[src/rtl/axi_write_arbiter.sv]
// Round-robin arbiter that funnels NUM_REQ AXI write requesters onto one AW/W port.
// One burst is owned at a time: IDLE arbitrates, ADDR forwards AW once, DATA forwards BURST_LENGTH W beats.
module axi_write_arbiter #(
    parameter  int NUM_REQ       = 4,
    parameter  int AXI_DATAWIDTH = 64,
    parameter  int AXI_ADDRWIDTH = 32,
    parameter  int AXI_IDWIDTH   = 4,
    parameter  int AXI_USERWIDTH = 1,
    parameter  int BURST_LENGTH  = 8,
    localparam int DW = AXI_DATAWIDTH,
    localparam int AW = AXI_ADDRWIDTH,
    localparam int IW = AXI_IDWIDTH,
    localparam int UW = AXI_USERWIDTH,
    localparam int SW = AXI_DATAWIDTH / BURST_LENGTH,
    localparam int GW = $clog2(NUM_REQ),
    localparam int BW = $clog2(BURST_LENGTH)
) (
    input  logic                  clk,
    input  logic                  rst_n,
    input  logic [NUM_REQ-1:0]    s_aw_valid,
    output logic [NUM_REQ-1:0]    s_aw_ready,
    input  logic [NUM_REQ*IW-1:0] s_aw_id,
    input  logic [NUM_REQ*UW-1:0] s_aw_user,
    input  logic [NUM_REQ*AW-1:0] s_aw_addr,
    input  logic [NUM_REQ-1:0]    s_w_valid,
    output logic [NUM_REQ-1:0]    s_w_ready,
    input  logic [NUM_REQ-1:0]    s_w_last,
    input  logic [NUM_REQ*IW-1:0] s_w_id,
    input  logic [NUM_REQ*UW-1:0] s_w_user,
    input  logic [NUM_REQ*DW-1:0] s_w_data,
    input  logic [NUM_REQ*SW-1:0] s_w_strb,
    output logic                  m_aw_valid,
    input  logic                  m_aw_ready,
    output logic [IW-1:0]         m_aw_id,
    output logic [UW-1:0]         m_aw_user,
    output logic [AW-1:0]         m_aw_addr,
    output logic                  m_w_valid,
    input  logic                  m_w_ready,
    output logic [IW-1:0]         m_w_id,
    output logic [UW-1:0]         m_w_user,
    output logic [DW-1:0]         m_w_data,
    output logic [SW-1:0]         m_w_strb,
    output logic                  m_w_last,
    output logic [GW-1:0]         grant_idx,
    output logic                  busy,
    output logic                  burst_err,
    output logic [1:0]            o_dbg_state
);
    // Handshakes: a transfer happens on a rising edge where valid && ready; valid never waits on ready.
    typedef enum logic [1:0] {ST_IDLE = 2'd0, ST_ADDR = 2'd1, ST_DATA = 2'd2} state_t;

    state_t        r_state, w_next;
    logic [GW-1:0] r_grant, r_ptr, w_winner;
    logic [BW-1:0] r_beat;
    logic          r_err;
    logic          w_w_hs, w_found;
    int            w_idx;

    logic [IW-1:0] w_aw_id   [NUM_REQ];
    logic [UW-1:0] w_aw_user [NUM_REQ];
    logic [AW-1:0] w_aw_addr [NUM_REQ];
    logic [IW-1:0] w_w_id    [NUM_REQ];
    logic [UW-1:0] w_w_user  [NUM_REQ];
    logic [DW-1:0] w_w_data  [NUM_REQ];
    logic [SW-1:0] w_w_strb  [NUM_REQ];

    for (genvar g = 0; g < NUM_REQ; g++) begin : g_unpack
        assign w_aw_id[g]   = s_aw_id[g*IW +: IW];
        assign w_aw_user[g] = s_aw_user[g*UW +: UW];
        assign w_aw_addr[g] = s_aw_addr[g*AW +: AW];
        assign w_w_id[g]    = s_w_id[g*IW +: IW];
        assign w_w_user[g]  = s_w_user[g*UW +: UW];
        assign w_w_data[g]  = s_w_data[g*DW +: DW];
        assign w_w_strb[g]  = s_w_strb[g*SW +: SW];
    end

    // First requesting index at or above the pointer, wrapping at NUM_REQ-1.
    always_comb begin
        w_winner = r_ptr;
        w_found  = 1'b0;
        w_idx    = 0;
        for (int k = 0; k < NUM_REQ; k++) begin
            w_idx = int'(r_ptr) + k;
            if (w_idx >= NUM_REQ) w_idx = w_idx - NUM_REQ;
            if (!w_found && s_aw_valid[w_idx]) begin
                w_found  = 1'b1;
                w_winner = GW'(w_idx);
            end
        end
    end

    always_comb begin
        w_next     = r_state;
        s_aw_ready = '0;
        s_w_ready  = '0;
        m_aw_valid = 1'b0;
        m_aw_id    = '0;
        m_aw_user  = '0;
        m_aw_addr  = '0;
        m_w_valid  = 1'b0;
        m_w_id     = '0;
        m_w_user   = '0;
        m_w_data   = '0;
        m_w_strb   = '0;
        m_w_last   = 1'b0;
        case (r_state)
            ST_IDLE: begin
                if (|s_aw_valid) w_next = ST_ADDR;
            end
            ST_ADDR: begin
                m_aw_valid          = s_aw_valid[r_grant];
                m_aw_id             = w_aw_id[r_grant];
                m_aw_user           = w_aw_user[r_grant];
                m_aw_addr           = w_aw_addr[r_grant];
                s_aw_ready[r_grant] = m_aw_ready;
                if (m_aw_valid && m_aw_ready) w_next = ST_DATA;
            end
            ST_DATA: begin
                m_w_valid          = s_w_valid[r_grant];
                m_w_id             = w_w_id[r_grant];
                m_w_user           = w_w_user[r_grant];
                m_w_data           = w_w_data[r_grant];
                m_w_strb           = w_w_strb[r_grant];
                m_w_last           = (r_beat == BW'(BURST_LENGTH - 1));
                s_w_ready[r_grant] = m_w_ready;
                if (m_w_valid && m_w_ready && m_w_last) w_next = ST_IDLE;
            end
            default: w_next = ST_IDLE;
        endcase
    end

    assign w_w_hs = m_w_valid && m_w_ready;

    always_ff @(posedge clk or negedge rst_n) begin
        if (!rst_n) r_state <= ST_IDLE;
        else        r_state <= w_next;
    end

    always_ff @(posedge clk or negedge rst_n) begin
        if (!rst_n) begin
            r_grant <= '0;
            r_ptr   <= '0;
            r_beat  <= '0;
            r_err   <= 1'b0;
        end else begin
            r_err <= w_w_hs && (s_w_last[r_grant] != m_w_last);
            if (r_state == ST_IDLE && (|s_aw_valid)) r_grant <= w_winner;
            // Burst length is a power of two, so the counter wraps to 0 on the last beat by itself.
            if (w_w_hs) r_beat <= r_beat + 1'b1;
            if (w_w_hs && m_w_last)
                r_ptr <= (r_grant == GW'(NUM_REQ - 1)) ? '0 : r_grant + 1'b1;
        end
    end

    assign grant_idx   = r_grant;
    assign busy        = (r_state != ST_IDLE);
    assign burst_err   = r_err;
    assign o_dbg_state = r_state;

endmodule

[config.mk]
export PLATFORM = sky130hd
export DESIGN_NAME = axi_write_arbiter
export DESIGN_NICKNAME = d
export VERILOG_FILES = /design/src/rtl/axi_write_arbiter.sv
export SDC_FILE = /design/constraint.sdc
export NUM_CORES = 1
export LEC_CHECK = 0
export ABC_CLOCK_PERIOD_IN_PS = 2100
export BUFFER_PORTS_ARGS = -buffer_cell sky130_fd_sc_hd__buf_2
export CAP_MARGIN = 10
export CORE_AREA = 2 2 236 238
export CTS_BUF_LIST = sky130_fd_sc_hd__clkbuf_8
export CTS_CLUSTER_DIAMETER = 50
export CTS_CLUSTER_SIZE = 12
export DETAILED_ROUTE_END_ITERATION = 16
export DIE_AREA = 0 0 238 240
export GPL_ROUTABILITY_DRIVEN = 0
export HOLD_SLACK_MARGIN = 0.1
export SLEW_MARGIN = 25
export SYNTH_ARGS = -nofsm -noshare
export SYNTH_HDL_FRONTEND = slang
export SYNTH_SLANG_ARGS = --single-unit
[constraint.sdc]
create_clock -name clk -period 2.1 [get_ports clk]
set_clock_uncertainty 0.15 [all_clocks]
set_input_delay 0.21 -clock clk [delete_from_list [all_inputs] [get_ports clk]]
set_output_delay 0.21 -clock clk [all_outputs]
set_load 0.02 [all_outputs]
==> results_tabular.tex, run 1 <==
\begin{tabular}{lr}
\hline
Metric & Value \\
\hline
\multicolumn{2}{l}{\textbf{Run status}} \\
Run status & finished with violations \\
Violations in the final reports & setup timing \\
\multicolumn{2}{l}{\textbf{Power and ir drop}} \\
Max VDD drop & 478.8 uV \\
Overall power & 9040 uW \\
LEAKAGE & 0.004477 uW \\
Power per cell area & 960.6 nW/um2 \\
\multicolumn{2}{l}{\textbf{Synth}} \\
Post-Synth XOR/XNOR Area & 0.4180\% \\
Area fraction in and, or, nand and nor cells after synthesis & 21.08\% \\
Post-synthesis share of cell area spent on full adders, half adders and majority gates & 1.792\% \\
Share of synthesized area occupied by flip-flops and latches & 5.972\% \\
Largest area contributor in the netlist & sky130\_fd\_sc\_hd\_\_mux4\_2 \\
Yosys warnings & 0 \\
Syn Nets & 817 \\
Register bit count reported by yosys & 10 \\
Post-synthesis compound-gate area fraction & 1.672\% \\
Top cells by area in the synthesized netlist & sky130\_fd\_sc\_hd\_\_mux4\_2 63\%, sky130\_fd\_sc\_hd\_\_and2\_1 18\%, sky130\_fd\_sc\_hd\_\_dfrtp\_1 6.0\% \\
Unique cell type count in the Yosys netlist & 25 \\
Synthesized area divided by synthesized cell count & 12.36 um2 \\
EDFF count, synth & 0 \\
Cells after synthesis & 339 \\
Mapped cell area & 4190 um2 \\
Fraction of synthesis flops using an asynchronous set or reset pin & 100.0\% \\
Most frequently used flop master after synthesis & sky130\_fd\_sc\_hd\_\_dfrtp\_1 \\
Combinational family with the most area after synthesis & multiplexers \\
Mux contribution to synthesized area & 63.96\% \\
Yosys top cell area share & 62.88\% \\
\multicolumn{2}{l}{\textbf{Drt}} \\
Vias per cell & 3.663 \\
Mean routed wirelength per cell & 20.15 um \\
1st-pass router iterations & 4 \\
Routed vias & 6,208 \\
DRT Wirelength & 34,150 um \\
DR DRC count & 0 \\
Number of antenna-violating nets in the routed design & 0 \\
Starting DRC count in detailed routing & 193 \\
\multicolumn{2}{l}{\textbf{Critical path}} \\
Peak fanout along the critical path & 18 \\
Critical setup path kind & register to primary output \\
Kind of start point of the critical path & register \\
Arrival time of the worst setup path & 2.00 ns \\
Kind of end point of the critical path & primary output \\
Required time of the critical path & 1.74 ns \\
\multicolumn{2}{l}{\textbf{Global route}} \\
Most used routing layer & met2 \\
Vias in the first global route & 6,337 \\
Met1 layer usage reported by global route & 11.67\% \\
Global routing met3 resource utilization & 3.088\% \\
Initial antenna violation count & 36 \\
Global-route wire length before repair & 44,170 um \\
Pin count of the biggest net entering global routing & 59 \\
Met2 GRT Util & 19.40\% \\
Overflow left after global routing & 0 \\
Combined global-route utilization of all metal layers & 10.97\% \\
\multicolumn{2}{l}{\textbf{STA}} \\
Timing-limited maximum frequency & 424.4 MHz \\
Period utilisation layout & 112.2\% \\
Setup slack of the critical path after layout & -0.2563 ns \\
Worst hold margin & 0.1627 ns \\
Number of pins exceeding their max-slew limit in the final report & 0 \\
Final Hold Vio Count & 0 \\
Final setup violating endpoints & 118 \\
RSZ-0062 raised after global routing & yes \\
Worst-Margin Slew & 0.2795 ns \\
Slew margin rel. & 81.36\% \\
Final period demand of the worst path & 2.356 ns \\
\multicolumn{2}{l}{\textbf{Layout}} \\
Area Growth Syn to Fin & 124.6\% \\
Post-route cell area & 9412 um2 \\
Number of fill cells in the layout & 6,147 \\
Net count reported at finish & 1,456 \\
Most common library cell in the layout ignoring fill and taps & sky130\_fd\_sc\_hd\_\_buf\_2 \\
Share of layout cells above drive strength 1 & 88.02\% \\
Commonest cells after routing, fill and taps aside & 549 x sky130\_fd\_sc\_hd\_\_buf\_2, 117 x sky130\_fd\_sc\_hd\_\_mux4\_2, 71 x sky130\_fd\_sc\_hd\_\_and2\_1, 60 x sky130\_fd\_sc\_hd\_\_buf\_6, 47 x sky130\_fd\_sc\_hd\_\_and2\_4 \\
Multi-input gate area in the final layout & 3939 um2 \\
Footprint of the flip-flops and latches & 257.7 um2 \\
Post-route non-filler standard cell count & 1,695 \\
\multicolumn{2}{l}{\textbf{Placement}} \\
HPWL after detailed placement & 29,550 um \\
Setup slack after placement & -0.02911 ns \\
Buffers added on ports & 602 \\
Instance area at placement & 8446 um2 \\
Total instance count after detailed placement & 1,661 \\
\multicolumn{2}{l}{\textbf{Clock tree}} \\
Clock root buffer & sky130\_fd\_sc\_hd\_\_clkbuf\_8 \\
Clock Sinks & 10 \\
Clock tree from TritonCTS & done \\
Clock network latency to the later pin of the worst-skew pair & 0.23 ns \\
Number of buffers added by the clock tree synthesis step & 3 \\
Clock-pin transition on the worst setup and hold timing paths & 0.05 ns \\
Maximum level of the CTS H-tree & 1 \\
Largest buffer count on any clock path & 2 \\
\multicolumn{2}{l}{\textbf{Job}} \\
Maximum capacitance violations & 0 \\
\multicolumn{2}{l}{\textbf{Floorplan}} \\
Die Ht & 240 um \\
Number of rows created at floorplan & 86 \\
Die Outline Area & 57,120 um2 \\
Horizontal die dimension & 238 um \\
Placeable core region & 54,660 um2 \\
\# IOs & 603 \\
Initial core utilization & 7.666\% \\
\multicolumn{2}{l}{\textbf{Min path}} \\
Path category of the worst min-delay check & input pin to register \\
\hline
\end{tabular}
## kinds of logic (layout without fill, tap and decap cells)
group	count (synthesis)	in the layout
AND/OR/NAND/NOR	146	146
XOR/XNOR	2	2
multiplexers	121	121
AO/OA/AOI/OAI	11	11
adder cells (fa/ha/maj)	6	6
other	0	14
buffers and inverters	43	681
flip-flops	10	10
## flip-flops by register name, indices dropped and copies added (netlist names)
name         flops
r_beat           3
grant_idx        2
o_dbg_state      2
r_ptr            2
burst_err        1
## final timing paths
kind	start	to	slack, ns	depth (start not counted)
worst max-delay path	grant_idx[0]	m_w_strb[3]	-0.26	6
worst min register to register	r_beat[0]	r_beat[0]	0.33	1
min in group asynchronous	rst_n	grant_idx[1]	0.22	2
worst max register to register	grant_idx[0]	r_ptr[0]	-0.05	6
max in group asynchronous	rst_n	grant_idx[0]	1.36	2
worst min-delay path	m_aw_ready	o_dbg_state[0]	0.16	4
## metrics by stage
| step | util (%) | setup TNS, ns |
|---|---|---|
| floorplan | - | 0 |
| global placement | 15.45 | -0.04379 |
| detailed placement | 15.45 | -0.02911 |
| CTS | 16.79 | -22.10 |
| global route | 17.22 | -27.75 |
| finish | 17.22 | -20.55 |
## power by group
group          leakage, uW  total (uW)  internal [uW]  switching, uW
Combinational      0.00432        8470           4740           3730
Sequential        0.000129         333            259           73.9
Clock            0.0000288         236            164           71.3
## worst max-delay path, cell delays in order (launching register included)
cell and delay (ns):
sky130_fd_sc_hd__dfrtp_4 0.50, sky130_fd_sc_hd__buf_12 0.14, sky130_fd_sc_hd__buf_16 0.15, sky130_fd_sc_hd__buf_4 0.16
sky130_fd_sc_hd__mux4_2 0.47, sky130_fd_sc_hd__and2_4 0.16, sky130_fd_sc_hd__buf_4 0.15
## synthesized netlist by cell type, types with 6 or more instances
cell,n
sky130_fd_sc_hd__clkbuf_1,14
sky130_fd_sc_hd__buf_2,6
sky130_fd_sc_hd__dfrtp_1,10
sky130_fd_sc_hd__and3_1,8
sky130_fd_sc_hd__and2_1,118
sky130_fd_sc_hd__mux4_2,117
sky130_fd_sc_hd__nand2_1,7
sky130_fd_sc_hd__ha_1,6
sky130_fd_sc_hd__buf_4,12
sky130_fd_sc_hd__buf_1,7
## per-layer routing
layer  share of wire (%)  up-vias  wire length (um)
met3                 9.8      105              3358
met2                  48      480             16540
met1                  35     2939             11970
li1                    -     2666                 -
met4                 6.3       18              2165
met5                0.34        -               117
## area by class of cell
cell class              count  share of cell area (%)
diodes                     14                  0.3722
clock buffers               4                  0.5850
inverters                   4                  0.1861
multi-input cells         286                   41.85
flip-flops and latches     10                   2.739
well taps                 704                   9.359
repair buffers            673                   44.91
## what timing repair did
item / in CTS / in global routing
endpoints found under the hold margin: 10 / 0
setup buffers: 6 / 5
cloned: 3 / 2
gates resized for setup: 172 / 32
pin swaps: 11 / 1
setup endpoints to repair: 118 / 127
hold buffers: 1 / 0
Power figures use the tool's default switching activity.
==> run 2: changes to the inputs <==
--- a/config.mk
+++ b/config.mk
@@ -5,15 +5,16 @@
 export SDC_FILE = /design/constraint.sdc
 export NUM_CORES = 1
 export LEC_CHECK = 0
+export ABC_AREA = 1
 export ABC_CLOCK_PERIOD_IN_PS = 2100
 export BUFFER_PORTS_ARGS = -buffer_cell sky130_fd_sc_hd__buf_2
 export CAP_MARGIN = 10
-export CORE_AREA = 2 2 236 238
+export CORE_AREA = 2 2 237 239
 export CTS_BUF_LIST = sky130_fd_sc_hd__clkbuf_8
 export CTS_CLUSTER_DIAMETER = 50
 export CTS_CLUSTER_SIZE = 12
 export DETAILED_ROUTE_END_ITERATION = 16
-export DIE_AREA = 0 0 238 240
+export DIE_AREA = 0 0 239 241
 export GPL_ROUTABILITY_DRIVEN = 0
 export HOLD_SLACK_MARGIN = 0.1
 export SLEW_MARGIN = 25
==> run 2 against run 1 <==
The run still ends with setup timing left. Utilization is 3.5 points higher. Sequential power is 12% higher. Area after synthesis is 14% higher. Wire length is 25% higher. Largest power group unchanged.
==> results_tabular.tex, run 2 <==
\begin{tabular}{lr}
\hline
Metric & Value \\
\hline
\multicolumn{2}{l}{\textbf{Layout}} \\
Utilization of the core after routing & 20.71\% (+3.5 points) \\
Post-route cell area & 11,370 um2 (+21\%) \\
Footprint of the flip-flops and latches & 257.7 um2 (unchanged) \\
Post-route non-filler standard cell count & 2,360 (+39\%) \\
Area Growth Syn to Fin & 138.2\% \\
Commonest cells after routing, fill and taps aside & 487 x sky130\_fd\_sc\_hd\_\_buf\_2, 394 x sky130\_fd\_sc\_hd\_\_nor2\_1, 130 x sky130\_fd\_sc\_hd\_\_o21ai\_1, 120 x sky130\_fd\_sc\_hd\_\_buf\_4, 79 x sky130\_fd\_sc\_hd\_\_a21oi\_1 \\
Number of fill cells in the layout & 6,246 (+1.6\%) \\
Most common library cell in the layout ignoring fill and taps & sky130\_fd\_sc\_hd\_\_buf\_2 \\
Net count reported at finish & 2,130 (+46\%) \\
Share of layout cells above drive strength 1 & 55.66\% (-32 points) \\
Largest register FFs & 3 (unchanged) \\
Multi-input gate area in the final layout & 4868 um2 (+24\%) \\
Register ranked first by flip-flop count & r\_beat \\
\multicolumn{2}{l}{\textbf{Drt}} \\
DRT Wirelength & 42,730 um (+25\%) \\
DR DRC count & 0 (unchanged) \\
Vias per cell & 4.134 (+13\%) \\
Starting DRC count in detailed routing & 721 (+270\%) \\
Number of antenna-violating nets in the routed design & 0 (unchanged) \\
Routed vias & 9,756 (+57\%) \\
Mean routed wirelength per cell & 18.11 um (-10\%) \\
1st-pass router iterations & 5 (+1) \\
\multicolumn{2}{l}{\textbf{Synth}} \\
Area fraction in and, or, nand and nor cells after synthesis & 44.63\% (+24 points) \\
Share of synthesized area occupied by flip-flops and latches & 5.244\% (-0.73 points) \\
Top cells by area in the synthesized netlist & sky130\_fd\_sc\_hd\_\_nor2\_1 37\%, sky130\_fd\_sc\_hd\_\_o21ai\_0 13\%, sky130\_fd\_sc\_hd\_\_a21oi\_1 12\% \\
Combinational family with the most area after synthesis & simple AND/OR/NAND/NOR gates \\
Post-synthesis share of cell area spent on full adders, half adders and majority gates & 1.573\% (-0.22 points) \\
Cells after synthesis & 1,029 (+200\%) \\
Largest area contributor in the netlist & sky130\_fd\_sc\_hd\_\_nor2\_1 \\
Most frequently used flop master after synthesis & sky130\_fd\_sc\_hd\_\_dfrtp\_1 \\
Mapped cell area & 4772 um2 (+14\%) \\
Cell with the most instances after synthesis & sky130\_fd\_sc\_hd\_\_nor2\_1 \\
Post-synthesis compound-gate area fraction & 37.52\% (+36 points) \\
Syn Nets & 1,507 (+84\%) \\
Register bit count reported by yosys & 10 (unchanged) \\
Yosys warnings & 0 (unchanged) \\
Fraction of synthesis flops using an asynchronous set or reset pin & 100.0\% (unchanged) \\
Synthesized area divided by synthesized cell count & 4.638 um2 (-62\%) \\
Mux contribution to synthesized area & 0\% (-64 points) \\
EDFF count, synth & 0 (unchanged) \\
Synth top cells by count & 474 x sky130\_fd\_sc\_hd\_\_nor2\_1, 127 x sky130\_fd\_sc\_hd\_\_o21ai\_0, 115 x sky130\_fd\_sc\_hd\_\_a21oi\_1 \\
Yosys top cell area share & 37.28\% (-26 points) \\
Post-Synth XOR/XNOR Area & 0.5244\% (+0.11 points) \\
Unique cell type count in the Yosys netlist & 27 (+8.0\%) \\
\multicolumn{2}{l}{\textbf{Placement}} \\
Instance area at placement & 8936 um2 (+5.8\%) \\
HPWL after detailed placement & 28,690 um (-2.9\%) \\
Total instance count after detailed placement & 2,313 (+39\%) \\
Buffers added on ports & 602 (unchanged) \\
\multicolumn{2}{l}{\textbf{Global route}} \\
Met2 GRT Util & 21.96\% (+2.6 points) \\
Vias in the first global route & 8,744 (+38\%) \\
Initial antenna violation count & 10 (-72\%) \\
Met1 layer usage reported by global route & 15.06\% (+3.4 points) \\
Global-route wire length before repair & 53,490 um (+21\%) \\
Global routing met3 resource utilization & 2.276\% (-0.81 points) \\
Combined global-route utilization of all metal layers & 12.39\% (+1.4 points) \\
Most used routing layer & met2 \\
Pin count of the biggest net entering global routing & 46 (-22\%) \\
Overflow left after global routing & 0 (unchanged) \\
\multicolumn{2}{l}{\textbf{Min path}} \\
Hold Crit Depth & 3 (-1) \\
Path category of the worst min-delay check & input pin to register \\
\multicolumn{2}{l}{\textbf{Run status}} \\
Run status & finished with violations \\
Violations in the final reports & setup timing \\
\multicolumn{2}{l}{\textbf{Critical path}} \\
Kind of start point of the critical path & register \\
Required time of the critical path & 1.74 ns (about the same) \\
Number of cells on the worst reg-to-reg path & 7 (+1) \\
Critical setup path kind & register to primary output \\
Kind of end point of the critical path & primary output \\
Arrival time of the worst setup path & 1.84 ns (-0.16 ns) \\
Peak fanout along the critical path & 15 (-3) \\
\multicolumn{2}{l}{\textbf{STA}} \\
Setup slack of the critical path after layout & -0.1010 ns (+0.1552 ns) \\
RSZ-0062 raised after global routing & yes \\
Final period demand of the worst path & 2.201 ns (-0.1552 ns) \\
Period utilisation layout & 104.8\% (-7.4 points) \\
Number of pins exceeding their max-slew limit in the final report & 0 (unchanged) \\
Timing-limited maximum frequency & 454.3 MHz (+7.1\%) \\
Final Hold Vio Count & 0 (unchanged) \\
Slew margin rel. & 75.58\% (-5.8 points) \\
Final setup violating endpoints & 46 (-61\%) \\
Setup TNS & -1.079 ns (+19.48 ns) \\
Worst-Margin Slew & 0.3662 ns (+0.08669 ns) \\
\multicolumn{2}{l}{\textbf{Clock tree}} \\
Clock-pin transition on the worst setup and hold timing paths & 0.05 ns (about the same) \\
Clock tree from TritonCTS & done \\
Number of buffers added by the clock tree synthesis step & 3 (unchanged) \\
Clock network latency to the later pin of the worst-skew pair & 0.24 ns (about the same) \\
Maximum level of the CTS H-tree & 1 (unchanged) \\
Clock root buffer & sky130\_fd\_sc\_hd\_\_clkbuf\_8 \\
Clock Sinks & 10 (unchanged) \\
Largest buffer count on any clock path & 2 (unchanged) \\
\multicolumn{2}{l}{\textbf{Floorplan}} \\
Die Ht & 241 um (+0.42\%) \\
Horizontal die dimension & 239 um (+0.42\%) \\
Number of rows created at floorplan & 86 (unchanged) \\
\# IOs & 603 (unchanged) \\
Placeable core region & 54,880 um2 (+0.39\%) \\
Die Outline Area & 57,600 um2 (+0.84\%) \\
Initial core utilization & 8.696\% (+1.0 points) \\
\multicolumn{2}{l}{\textbf{Power and ir drop}} \\
Power per cell area & 1473 nW/um2 (+53\%) \\
Max VDD drop & 930.2 uV (+94\%) \\
Overall power & 16,740 uW (+85\%) \\
LEAKAGE & 0.005353 uW (+20\%) \\
\multicolumn{2}{l}{\textbf{Job}} \\
Maximum capacitance violations & 0 (unchanged) \\
\hline
\end{tabular}
==> run 2: worst paths after layout <==
check	from	end	slack [ns]
max	grant_idx[0]	m_w_strb[6]	-0.10
min	m_w_ready	r_beat[2]	0.14
max reg2reg	grant_idx[1]	r_beat[0]	0.21
min reg2reg	r_beat[2]	r_beat[2]	0.35
max in group asynchronous	rst_n	grant_idx[1]	1.33
min in group asynchronous	rst_n	r_beat[0]	0.23
==> run 2: critical path, stage by stage, from the launching register on <==
cell,delay (ns)
sky130_fd_sc_hd__dfrtp_4,0.43
sky130_fd_sc_hd__buf_4,0.12
sky130_fd_sc_hd__buf_12,0.17
sky130_fd_sc_hd__buf_16,0.17
sky130_fd_sc_hd__nor2_1,0.05
sky130_fd_sc_hd__nor2_1,0.12
sky130_fd_sc_hd__o21ai_0,0.11
sky130_fd_sc_hd__a21oi_1,0.21
sky130_fd_sc_hd__buf_4,0.18
==> run 2: cells by family (layout without fill, tap and decap cells) <==
kind of cell	count (synthesis)	after routing
AO/OA/AOI/OAI	355	355
XOR/XNOR	2	2
adder cells (fa/ha/maj)	6	6
buffers and inverters	108	730
flip-flops	10	10
other	0	5
AND/OR/NAND/NOR	548	548
==> run 2: power by group <==
part / internal, uW / leakage, uW / switching, uW
Sequential: 272 / 0.000117 / 102
Combinational: 6950 / 0.00521 / 9160
Clock: 166 / 0.0000288 / 86.0
Total: 7390 / 0.00535 / 9350
==> run 2: final cells by class <==
type,count,area share (%)
Timing Repair Buffer,707,45.49
Multi-Input combinational cell,911,42.83
Tap cell,704,7.750
Sequential cell,10,2.268
Inverter,18,0.9687
Clock buffer,4,0.4844
Antenna cell,5,0.1101
Timing Repair inverter,1,0.09908
==> run 2: timing repair <==
action                                 4_1_cts  5_1_grt
resized for setup                          287      265
setup endpoints to repair                  109      124
cloned                                      18       10
setup buffers                               11        3
pin swaps                                   53       68
endpoints found under the hold margin       10        0
hold buffers                                 1        0
==> run 2: metal layers <==
layer	vias up	wire (um)
met5	-	22
met4	4	1238
met3	63	3171
met2	526	21010
met1	4525	17290
li1	4638	-
==> run 2: metrics by stage <==
step	setup slack, ns	hold slack [ns]
global placement	0.03592	-0.04273
CTS	-0.1141	0.1281
floorplan	0.1319	-0.2356
detailed placement	0.03587	-0.04556
finish	-0.1010	0.1376
global route	-0.1596	0.1431
==> run 3: changes to the inputs <==
==> constraint.sdc (replaced) <==
create_clock -name clk -period 2.1 [get_ports clk]
set_clock_uncertainty 0.15 [all_clocks]
set_input_delay 0.21 -clock clk [delete_from_list [all_inputs] [get_ports clk]]
set_output_delay 0.21 -clock clk [all_outputs]
set_load 0.005 [all_outputs]
==> run 3 against run 2 <==
The flow still finishes with violations (setup timing). Global-route usage down 0.16 points. Wire length is 3.6% lower. Combinational power is 17% lower. Non-clock buffer count fell by 11. Sequential share of layout area is 0.19 points higher. Worst setup slack improved by 0.011 ns. Die area stayed put. Final cell count fell by 0.72%. Register-to-register slack better by 0.04 ns. Maximum frequency is 0.50% higher.
==> results_tabular.tex, run 3 (same netlist as run 2, synthesis figures left out) <==
\begin{tabular}{lr}
\hline
Metric & Value \\
\hline
\multicolumn{2}{l}{\textbf{Job}} \\
Maximum capacitance violations & 0 (unchanged) \\
\multicolumn{2}{l}{\textbf{Floorplan}} \\
Die Outline Area & 57,600 um2 (unchanged) \\
Horizontal die dimension & 239 um (unchanged) \\
Number of rows created at floorplan & 86 (unchanged) \\
Initial core utilization & 8.696\% (unchanged) \\
\# IOs & 603 (unchanged) \\
Placeable core region & 54,880 um2 (unchanged) \\
Die Ht & 241 um (unchanged) \\
\multicolumn{2}{l}{\textbf{Clock tree}} \\
Maximum level of the CTS H-tree & 1 (unchanged) \\
Clock-pin transition on the worst setup and hold timing paths & 0.05 ns (about the same) \\
Largest buffer count on any clock path & 2 (unchanged) \\
Clock Sinks & 10 (unchanged) \\
Clock root buffer & sky130\_fd\_sc\_hd\_\_clkbuf\_8 \\
Number of buffers added by the clock tree synthesis step & 3 (unchanged) \\
Clock tree from TritonCTS & done \\
Clock network latency to the later pin of the worst-skew pair & 0.24 ns (about the same) \\
\multicolumn{2}{l}{\textbf{Drt}} \\
Starting DRC count in detailed routing & 558 (-23\%) \\
DRT Wirelength & 41,180 um (-3.6\%) \\
Number of antenna-violating nets in the routed design & 0 (unchanged) \\
1st-pass router iterations & 5 (unchanged) \\
Vias per cell & 4.103 (-0.74\%) \\
Mean routed wirelength per cell & 17.58 um (-2.9\%) \\
DR DRC count & 0 (unchanged) \\
Routed vias & 9,614 (-1.5\%) \\
\multicolumn{2}{l}{\textbf{Power and ir drop}} \\
Internal power & 6175 uW (-16\%) \\
LEAKAGE & 0.005156 uW (-3.7\%) \\
Part of the power in registers & 2.7\% (+0.5 points) \\
Power per cell area & 1328 nW/um2 (-9.8\%) \\
Combinational Power Share & 95.5\% (-0.8 points) \\
Max VDD drop & 650.2 uV (-30\%) \\
Power dissipated by switching net loads & 7749 uW (-17\%) \\
Switching Fraction & 55.65\% (-0.22 points) \\
Clock network fraction of design power & 1.8\% (+0.3 points) \\
\multicolumn{2}{l}{\textbf{STA}} \\
Final period demand of the worst path & 2.190 ns (-0.01085 ns) \\
Final setup violating endpoints & 40 (-13\%) \\
Final Hold Vio Count & 0 (unchanged) \\
RSZ-0062 raised after global routing & yes \\
Number of pins exceeding their max-slew limit in the final report & 0 (unchanged) \\
Worst-Margin Slew & 0.3872 ns (+0.02101 ns) \\
Timing-limited maximum frequency & 456.6 MHz (+0.50\%) \\
Period utilisation layout & 104.3\% (-0.52 points) \\
Setup slack of the critical path after layout & -0.09018 ns (+0.01085 ns) \\
Slew margin rel. & 74.18\% (-1.4 points) \\
\multicolumn{2}{l}{\textbf{Run status}} \\
Run status & finished with violations \\
Violations in the final reports & setup timing \\
\multicolumn{2}{l}{\textbf{Critical path}} \\
Peak fanout along the critical path & 7 (-8) \\
Worst path buffer plus inverter count & 6 (+2) \\
Kind of start point of the critical path & register \\
Cell type of the slowest stage on the worst timing path & sky130\_fd\_sc\_hd\_\_dfrtp\_4 \\
Kind of end point of the critical path & primary output \\
Arrival time of the worst setup path & 1.83 ns (about the same) \\
CP cell instances & buf\_12 -> clkinv\_16 -> buf\_16 -> buf\_8 -> buf\_16 -> o21ai\_2 -> a21oi\_1 -> buf\_2 \\
Worst Setup SP & grant\_idx[0] \\
Launching point of the worst reg2reg path & grant\_idx[0] \\
Biggest cell delay along the critical path & 0.53 ns (+0.10 ns) \\
Most numerous cell on the critical path & sky130\_fd\_sc\_hd\_\_buf\_16 \\
CP delay by family, top & buffers and inverters \\
Required time of the critical path & 1.74 ns (about the same) \\
Critical setup path kind & register to primary output \\
\multicolumn{2}{l}{\textbf{Global route}} \\
Initial antenna violation count & 1 (-9) \\
Pin count of the biggest net entering global routing & 58 (+26\%) \\
Combined global-route utilization of all metal layers & 12.23\% (-0.16 points) \\
Global-route wire length before repair & 53,190 um (-0.57\%) \\
Vias in the first global route & 8,600 (-1.6\%) \\
Overflow left after global routing & 0 (unchanged) \\
\multicolumn{2}{l}{\textbf{Layout}} \\
Net count reported at finish & 2,118 (-0.56\%) \\
Most common library cell in the layout ignoring fill and taps & sky130\_fd\_sc\_hd\_\_buf\_2 \\
Area Growth Syn to Fin & 119.7\% \\
Register ranked first by flip-flop count & r\_beat \\
Antenna cell count & 0 (-5) \\
Largest register FFs & 3 (unchanged) \\
Number of fill cells in the layout & 6,369 (+2.0\%) \\
Post-route cell area & 10,480 um2 (-7.8\%) \\
Commonest cells after routing, fill and taps aside & 601 x sky130\_fd\_sc\_hd\_\_buf\_2, 418 x sky130\_fd\_sc\_hd\_\_nor2\_1, 120 x sky130\_fd\_sc\_hd\_\_o21ai\_1, 91 x sky130\_fd\_sc\_hd\_\_a21oi\_1, 54 x sky130\_fd\_sc\_hd\_\_o21ai\_2 \\
Utilization of the core after routing & 19.10\% (-1.6 points) \\
Share of layout cells above drive strength 1 & 52.90\% (-2.8 points) \\
\multicolumn{2}{l}{\textbf{Placement}} \\
Buffers added on ports & 602 (unchanged) \\
Instance area at placement & 8848 um2 (-0.98\%) \\
HPWL after detailed placement & 28,190 um (-1.7\%) \\
\multicolumn{2}{l}{\textbf{Min path}} \\
Path category of the worst min-delay check & input pin to register \\
Worst Min Path Start & m\_w\_ready \\
\hline
\end{tabular}
-- run 3: metal layers --
layer | track usage [%] | up-vias | part of all wire [%]
met3 | 1.784 | 84 | 7.9
met2 | 21.16 | 581 | 46
met1 | 15.63 | 4336 | 42
met4 | 3.731 | 2 | 4.1
met5 | 0 | - | 0.032
li1 | - | 4611 | -
-- run 3: power by group through the flow --
stage | registers (uW) | clock network [uW] | logic [uW]
6_report | 373 | 247 | 13300
3_3_place_gp | 385 | 0 | 9350
5_1_grt | 387 | 260 | 14400
3_5_place_dp | 394 | 0 | 9340
4_1_cts | 368 | 254 | 12200
2_1_floorplan | 321 | 0 | 5410
-- run 3: final cells by class --
type / count / area, um2 / share of cell area, %
timing repair buffer: 696 / 4519 / 43.11
inverter: 18 / 100.1 / 0.9549
clock buffer: 4 / 55.05 / 0.5252
multi-input combinational: 911 / 4669 / 44.55
tap: 704 / 880.8 / 8.403
sequential: 10 / 257.7 / 2.459
-- run 3: worst register-to-register path: stages (launching register included) --
cell and delay, ns:
sky130_fd_sc_hd__dfrtp_4 0.53, sky130_fd_sc_hd__buf_12 0.16, sky130_fd_sc_hd__clkinv_16 0.07, sky130_fd_sc_hd__buf_16 0.17, sky130_fd_sc_hd__nor2_1 0.08, sky130_fd_sc_hd__o22a_4 0.26
sky130_fd_sc_hd__nor2_8 0.12, sky130_fd_sc_hd__nand2_4 0.08, sky130_fd_sc_hd__xnor2_2 0.13
-- run 3: per-stage QoR --
stage               power, uW  TNS [ns]  hold slack, ns  worst slack [ns]  cells
finish                  13920   -0.7024          0.1426          -0.09018   2343
global route            15080    -7.257          0.1610           -0.1438   2343
CTS                     12800    -1.758          0.1353          -0.06014   2339
detailed placement       9732         0        -0.05230           0.05743   2298
global placement         9736         0        -0.04539            0.1075   2298
floorplan                5731         0         -0.2356            0.4415   1029
-- run 3: what timing repair did --
item,4_1_cts,5_1_grt
endpoints found under the hold margin,10,0
endpoints found under the setup margin,67,118
hold buffers,1,0
gates resized for setup,156,164
buffers inserted,24,3
gates cloned,13,7
pin swaps,64,50
-- run 3: path summary, 6_finish.rpt --
kind	end	slack, ns	cells after the start
worst max register to register	r_beat[0]	0.25	8
max in group asynchronous	grant_idx[0]	1.35	2
min in group asynchronous	burst_err	0.22	2
worst max-delay path	m_w_data[20]	-0.09	8
worst min-delay path	r_beat[2]	0.14	3
worst min register to register	r_beat[1]	0.34	2
